[config.mk]
export PLATFORM = sky130hd
export DESIGN_NAME = cache_wb_ctrl
export DESIGN_NICKNAME = d
export VERILOG_FILES = /design/src/rtl/cache_wb_ctrl.sv
export SDC_FILE = /design/constraint.sdc
export NUM_CORES = 1
export LEC_CHECK = 0
export BUFFER_PORTS_ARGS = -buffer_cell sky130_fd_sc_hd__buf_4
export CORE_MARGIN = 2
export CORE_UTILIZATION = 40
export DETAILED_ROUTE_END_ITERATION = 6
export PLACE_DENSITY_LB_ADDON = 0.3
export SETUP_SLACK_MARGIN = 0.5
export SLEW_MARGIN = 0
export SYNTH_ARGS = -nofsm -noshare
export SYNTH_HDL_FRONTEND = slang
export SYNTH_SLANG_ARGS = --single-unit
[constraint.sdc]
create_clock -name clk -period 1.95 [get_ports clk]
set_input_delay 0.2925 -clock clk [delete_from_list [all_inputs] [get_ports clk]]
set_output_delay 0.2925 -clock clk [all_outputs]
set_load 0.01 [all_outputs]
[src/rtl/cache_wb_ctrl.sv]
// Cache line writeback engine: reads one block from the data array and writes it out as a single memory burst.
// Define CACHE_WB_BRESP_EN to wait for the write response (RESP state) and report err from b_resp.
module cache_wb_ctrl #(
  parameter int BLKIDX_BIT = 4,
  parameter int WRDIDX_BIT = 4,
  parameter int TAG_BIT    = 32 - BLKIDX_BIT - WRDIDX_BIT - 2
) (
  input  logic                  clk,
  input  logic                  rst,
  input  logic                  req_valid,
  output logic                  req_ready,
  input  logic [BLKIDX_BIT-1:0] req_blkidx,
  input  logic [TAG_BIT-1:0]    req_tag,
  output logic [BLKIDX_BIT-1:0] arr_blkidx,
  output logic [WRDIDX_BIT-1:0] arr_wrdidx,
  input  logic [31:0]           arr_rdata,
  output logic                  aw_valid,
  input  logic                  aw_ready,
  output logic [31:0]           aw_addr,
  output logic [7:0]            aw_len,
  output logic                  w_valid,
  input  logic                  w_ready,
  output logic [31:0]           w_data,
  output logic [3:0]            w_strb,
  output logic                  w_last,
  input  logic                  b_valid,
  output logic                  b_ready,
  input  logic [1:0]            b_resp,
  output logic                  busy,
  output logic                  done,
  output logic                  err
);

  localparam int WRD_NUM = 1 << WRDIDX_BIT;

`ifdef CACHE_WB_BRESP_EN
  typedef enum logic [1:0] {IDLE, ADDR, DATA, RESP} state_t;
`else
  typedef enum logic [1:0] {IDLE, ADDR, DATA} state_t;
`endif

  state_t                state_q, state_d;
  logic [BLKIDX_BIT-1:0] blk_q, blk_d;
  logic [31:0]           addr_q, addr_d;
  logic [WRDIDX_BIT-1:0] beat_q, beat_d;
  logic [31:0]           wdata_q, wdata_d;
  logic                  done_q, done_d;
  logic                  err_q, err_d;

`ifndef CACHE_WB_BRESP_EN
  logic unused_b;
  assign unused_b = ^{b_valid, b_resp};
`endif

  assign aw_addr = addr_q;
  assign aw_len  = 8'(WRD_NUM - 1);
  assign w_data  = wdata_q;
  assign w_strb  = 4'hF;
  assign busy    = (state_q != IDLE);
  assign done    = done_q;
  assign err     = err_q;

  always_comb begin
    state_d    = state_q;
    blk_d      = blk_q;
    addr_d     = addr_q;
    beat_d     = beat_q;
    wdata_d    = wdata_q;
    done_d     = 1'b0;
    err_d      = 1'b0;
    req_ready  = 1'b0;
    aw_valid   = 1'b0;
    w_valid    = 1'b0;
    w_last     = 1'b0;
    b_ready    = 1'b0;
    arr_blkidx = '0;
    arr_wrdidx = '0;
    case (state_q)
      IDLE: begin
        req_ready = 1'b1;
        if (req_valid) begin
          blk_d   = req_blkidx;
          addr_d  = {req_tag, req_blkidx, {WRDIDX_BIT{1'b0}}, 2'b00};
          beat_d  = '0;
          state_d = ADDR;
        end
      end
      ADDR: begin
        aw_valid   = 1'b1;
        arr_blkidx = blk_q;
        // Word 0 is re-sampled every cycle so it is current when the address is accepted.
        wdata_d    = arr_rdata;
        if (aw_ready) state_d = DATA;
      end
      DATA: begin
        w_valid    = 1'b1;
        arr_blkidx = blk_q;
        // Look one word ahead so the next beat is ready in w_data right after the handshake.
        arr_wrdidx = beat_q + WRDIDX_BIT'(1);
        w_last     = (beat_q == WRDIDX_BIT'(WRD_NUM - 1));
        if (w_ready) begin
          if (!w_last) begin
            beat_d  = beat_q + WRDIDX_BIT'(1);
            wdata_d = arr_rdata;
          end else begin
`ifdef CACHE_WB_BRESP_EN
            state_d = RESP;
`else
            state_d = IDLE;
            done_d  = 1'b1;
`endif
          end
        end
      end
`ifdef CACHE_WB_BRESP_EN
      RESP: begin
        b_ready = 1'b1;
        if (b_valid) begin
          state_d = IDLE;
          done_d  = 1'b1;
          err_d   = (b_resp != 2'b00);
        end
      end
`endif
      default: state_d = IDLE;
    endcase
  end

  always_ff @(posedge clk or posedge rst) begin
    if (rst) begin
      state_q <= IDLE;
      blk_q   <= '0;
      addr_q  <= '0;
      beat_q  <= '0;
      wdata_q <= '0;
      done_q  <= 1'b0;
      err_q   <= 1'b0;
    end else begin
      state_q <= state_d;
      blk_q   <= blk_d;
      addr_q  <= addr_d;
      beat_q  <= beat_d;
      wdata_q <= wdata_d;
      done_q  <= done_d;
      err_q   <= err_d;
    end
  end

endmodule
Yosys cells after proc, flatten, opt, wreduce, memory -nomap -nowiden
Index checks and enable logic that the tools add are counted.
{ "op_classes": {"add_sub_neg": 1, "n_eq_ne": 8, "muxes": 21, "n_reduce_logical": 9} }
{ "ops": {"columns": ["operator", "n"], "rows": [
  ["$mux W32", 2],
  ["$pmux W32 S2", 1],
  ["$mux W4", 5],
  ["$ne A2 B2 Y1 const B", 5],
  ["$mux W2", 4],
  ["$pmux W4 S2", 1],
  ["$reduce_and A4 Y1", 2],
  ["$mux W1", 7],
  ["$pmux W2 S3", 1],
  ["$reduce_bool A2 Y1", 3],
  ["$add A4 B1 Y4 const B", 1],
  ["$eq A4 B4 Y1 const B", 1],
  ["$reduce_and A3 Y1", 1],
  ["$eq A2 B1 Y1 const B", 1],
  ["$eq A2 B2 Y1 const B", 1],
  ["$logic_not A2 Y1", 1],
  ["$reduce_and A2 Y1", 1],
  ["$reduce_or A2 Y1", 1]
]} }
{ "totals": {"register_bits": 69, "inputBits": 66, "out_inout_bits": 92, "wordCells": 45} }

Logic depth before layout (Yosys ltp)
{ "depth": {"depth_word": 4, "mapped_depth": 6} }

Least setup slack after synthesis
No wires, ideal clock.
{ "synth_path": {"path_type": "register to register", "start": "reg state_q[0]", "end": "reg beat_q[1]", "t_arrival_ns": 1.643, "slack_ns": 0.182, "stages_incl_launch_ff": 7, "path_buffers": 0, "synth_period_minus_slack_ns": 1.768, "path_cell_list": "dfrtp_1 inv_1 ha_1 inv_4 nor2_1 a211o_4 mux2_4"} }
{ "synth_via": {"elab_chain_len": 3} }
{ "synth_rtl": {"columns": ["item", "line", "source"], "rows": [
  ["start, declared", "42", "state_t state_q, state_d;"],
  ["start signal, assigned", "139", "state_q <= state_d;"],
  ["$eq A2 B2 Y1 / $logic_not A2 Y1 (equally long branches)", "78", "case (state_q)"],
  ["$ne A2 B2 Y1 (no source line) / $reduce_bool A2 Y1 (equally long branches)", null, null],
  ["$reduce_and A4 Y1 (no source line)", null, null],
  ["end signal, assigned", "142", "beat_q <= beat_d;"],
  ["end, declared", "45", "logic [WRDIDX_BIT-1:0] beat_q, beat_d;"]
]} }
Several ways; a longest one is shown, not always the timed one.
A chain may end at the register's enable or synchronous reset.

Worst setup path after layout
{ "layout_path": {"start": "reg state_q[1]", "end": "reg wdata_q[26] (netlist: w_data[26])"} }
{ "layout_via": {"elab_chain_len": 3} }
{ "layout_rtl": {"columns": ["item", "line", "source"], "rows": [
  ["$eq A2 B2 Y1 / $eq A2 B1 Y1 (equally long branches)", "78", null],
  ["$ne A2 B2 Y1 (no source line) / $reduce_bool A2 Y1 (equally long branches)", null, null],
  ["$reduce_and A3 Y1 (no source line)", null, null],
  ["end signal, assigned", "143", "wdata_q <= wdata_d;"],
  ["end, declared", "46", "logic [31:0] wdata_q, wdata_d;"]
]} }
Several ways; a longest one is shown, not always the timed one.

==> metrics.md <==
| Metric | Value |
|---|---|
| Status | `completed` |
| Avg Inst Size Synth | `14.6 um^2` |
| Critical Path RT | `2160 ps` |
| Remaining antenna violation count | `0` |
| Num Clock Sinks | `65` |
| Post-synth ARST share | `1.00` |
| Via/cell ratio | `4.55` |
| Wirelength, routed | `7170 um` |
| Final Hold Vio Count | `0` |
| Fin. max-slew vios | `0` |
| Pwr dens | `1790 nW/um^2` |
| Nets | `429` |
| Die width | `87.6 um` |
| Core Rows | `30` |
| Finish-stage setup viols | `0` |
| WP data arrival | `1900 ps` |
| Cell count of the worst reg-to-reg path | `6` |
| CP startpoint kind | `flop` |
| H-tree depth | `3` |
| Crit-path max FO | `8` |
| Port Buf Inserts | `134` |
| Worst path most repeated cell | `buf_6` |
| Final Critical Period | `1690 ps` |
| Synth unique cells | `30` |
| Max Cap Viol | `0` |
| Net switching power | `2.74 mW` |
| Max VDD drop | `1.01 mV` |
| Post-DP HPWL | `4240 um` |
| RSZ-0062 raised after global routing | `yes` |
| DR WL/cell | `15.6 um` |
| Core area | `6790 um^2` |
| First-pass GRT wire length | `9580 um` |
| Int Pwr | `5.96 mW` |
| Cell leakage power | `2.46 nW` |
| Hold WC Path Type | `input pin to asynchronous set/reset pin` |
| Cell Chain, Critical Path | `ha_4 > buf_6 > o21ai_4 > buf_6 > clkbuf_16 > mux2_4` |
| Switching Share | `0.315` |
| Vias in the first global route | `2023` |
| Height of the die | `87.6 um` |
| Largest net degree at the start of global routing | `66` |
| Num CTS Buffers | `9` |
| FF+latch count, synth | `65` |
| First DRT Iteration DRCs | `33` |
| Largest stage delay, worst path | `430 ps` |
| Critical Path End Type | `flop` |
| GP Congestion | `0.775` |
| Clock insertion delay at the later pin of the skew report | `320 ps` |
| DRC viols | `0` |
| Final TNS setup | `0 ps` |
| Clock transition at path regs | `70 ps` |
| Worst Clk Skew | `8.46 ps` |
| Synth Flop Type | `dfrtp_1` |
| Seq/Total Area, Yosys | `0.582` |
| Clock root cell | `clkbuf_8` |
| Layout area overhead | `74.0%` |
| Origin of the critical flop-to-flop path | `state_q[1]$_DFFE_PP0P_` |
| Ys Warns | `0` |
| Worst hold slack | `62.5 ps` |
| Seq pwr share | `0.279` |
| Period Utilization, post-route | `0.865` |
| Fmax | `593 MHz` |
| R2R setup slack | `260 ps` |
| Setup ws final | `263 ps` |
| Router iterations before antenna repair | `4` |
| Initial antenna violation count | `0` |
| # hold bufs at CTS | `0` |
| Via count | `2088` |
| IO Pins | `158` |
| Layout cells sized above 1 | `0.749` |
| Mapped cell area | `2790 um^2` |
| Total Routing Usage GR | `0.163` |
| EDFF count, synth | `0` |
| Synth Instances | `192` |
| Deepest clock path buffer count | `2` |
| Die area | `7670 um^2` |
| Crit Path Class | `flop to flop` |
| R2r endpoint | `w_data[26]$_DFFE_PP0P_` |
| Fill count | `447` |
| Clock Power Share | `0.137` |
| CTS tree | `done` |
| Starting Density | `0.411` |
| CP max-delay cell | `dfrtp_1` |
| Logic pwr share | `0.584` |
| Grt total ovfl | `0` |
| Setup WS pre-CTS | `231 ps` |
| Diodes inserted | `0` |
==> power by group through the flow <==
stage	combinational, mW	clock, mW	sequential, mW
final	5.09	1.19	2.43
after detailed placement	3.80	0	2.41
after CTS	4.41	1.23	2.40
after global routing	5.39	1.29	2.51
after global placement	3.74	0	2.38
after floorplan	2.03	0	2.68
==> kinds of logic after synthesis <==
group	after synthesis	synth area share
DFF	65	0.582
muxes	61	0.248
buffers and inverters	32	0.0797
and+or+nand+nor	18	0.0340
AOI/OAI and AO/OA	9	0.0322
adders and majority gates	4	0.0179
other	2	0.00269
xor gates and xnor gates	1	0.00314
==> how the worst max path moves through the flow <==
stage | slack, ps | cells past startpoint | endpoint | startpoint
after floorplan | 350 | 6 | beat_q[1]$_DFFE_PP0P_ | state_q[0]$_DFFE_PP0P_
after global placement | 260 | 6 | w_data[29]$_DFFE_PP0P_ | state_q[0]$_DFFE_PP0P_
after detailed placement | 230 | 6 | w_data[28]$_DFFE_PP0P_ | state_q[0]$_DFFE_PP0P_
after CTS | 230 | 6 | arr_wrdidx[3] | beat_q[0]$_DFFE_PP0P_
after global routing | 210 | 5 | arr_blkidx[0] | state_q[0]$_DFFE_PP0P_
final | 260 | 6 | w_data[26]$_DFFE_PP0P_ | state_q[1]$_DFFE_PP0P_
==> cell type report <==
cell class | instances | area, um^2 | share of cell area
sequential | 65 | 1630 | 0.335
timing repair buffer | 163 | 1460 | 0.300
multi-input combinational | 113 | 1400 | 0.288
clock buffer | 13 | 179 | 0.0368
tap | 96 | 120 | 0.0247
inverter | 7 | 42.5 | 0.00875
clock inverter | 2 | 35.0 | 0.00721
==> registers in the layout (all words and copies together) (netlist names) <==
| signal | flops |
|---|---|
| beat_q | 4 |
| blk_q | 3 |
| aw_addr | 23 |
| state_q | 2 |
| done | 1 |
| w_data | 32 |
==> metrics by stage <==
stage / instance area [um^2] / power, mW / utilization / instances
2_1_floorplan: 3050 / 4.71 / - / 210
3_3_place_gp: 4020 / 6.12 / 0.592 / 418
3_5_place_dp: 4020 / 6.21 / 0.592 / 418
4_1_cts: 4520 / 8.04 / 0.665 / 448
5_1_grt: 4860 / 9.19 / 0.715 / 459
6_report: 4860 / 8.71 / 0.715 / 459
==> repair_timing <==
item / in CTS / in global routing
gates cloned: 2 / 4
endpoints found under the setup margin: 77 / 77
pin swaps: 12 / 15
gates resized for setup: 35 / 49
setup buffers: 13 / 7
==> layout by cell type (no fill, tap or decap), drive strengths merged, types with 3 or more instances in the layout <==
master	count
clkbuf	16
mux2	60
nor2	3
dfrtp	65
conb	20
buf	160
and2	7
ha	4
inv	5
nand3	3
==> worst max-delay path, delay by kind of cell, from the launching register on <==
family,cells,cell delay (ps)
buf+inv,3,440
mux,1,300
fa+ha+maj,1,230
flops,1,430
compound gates,1,170
==> synth_stat cells, drive strengths merged (2+ instances only) <==
cell type	instances	share of area
dfrtp	65	0.58
mux2	60	0.24
buf	25	0.069
and2	7	0.016
inv	6	0.0090
ha	4	0.018
nand3	3	0.0054
nor2	3	0.0040
conb	2	0.0027
nand2	2	0.0027
o21ai	2	0.0049
==> routing by layer <==
metal,vias up,track usage,routed length [um]
met3,9,0.0697,638
met5,-,0,0
met4,0,0.0587,85
li1,953,-,-
met1,1020,0.196,2900
met2,106,0.262,3550
No activity file was read; power rests on OpenSTA's default activity.
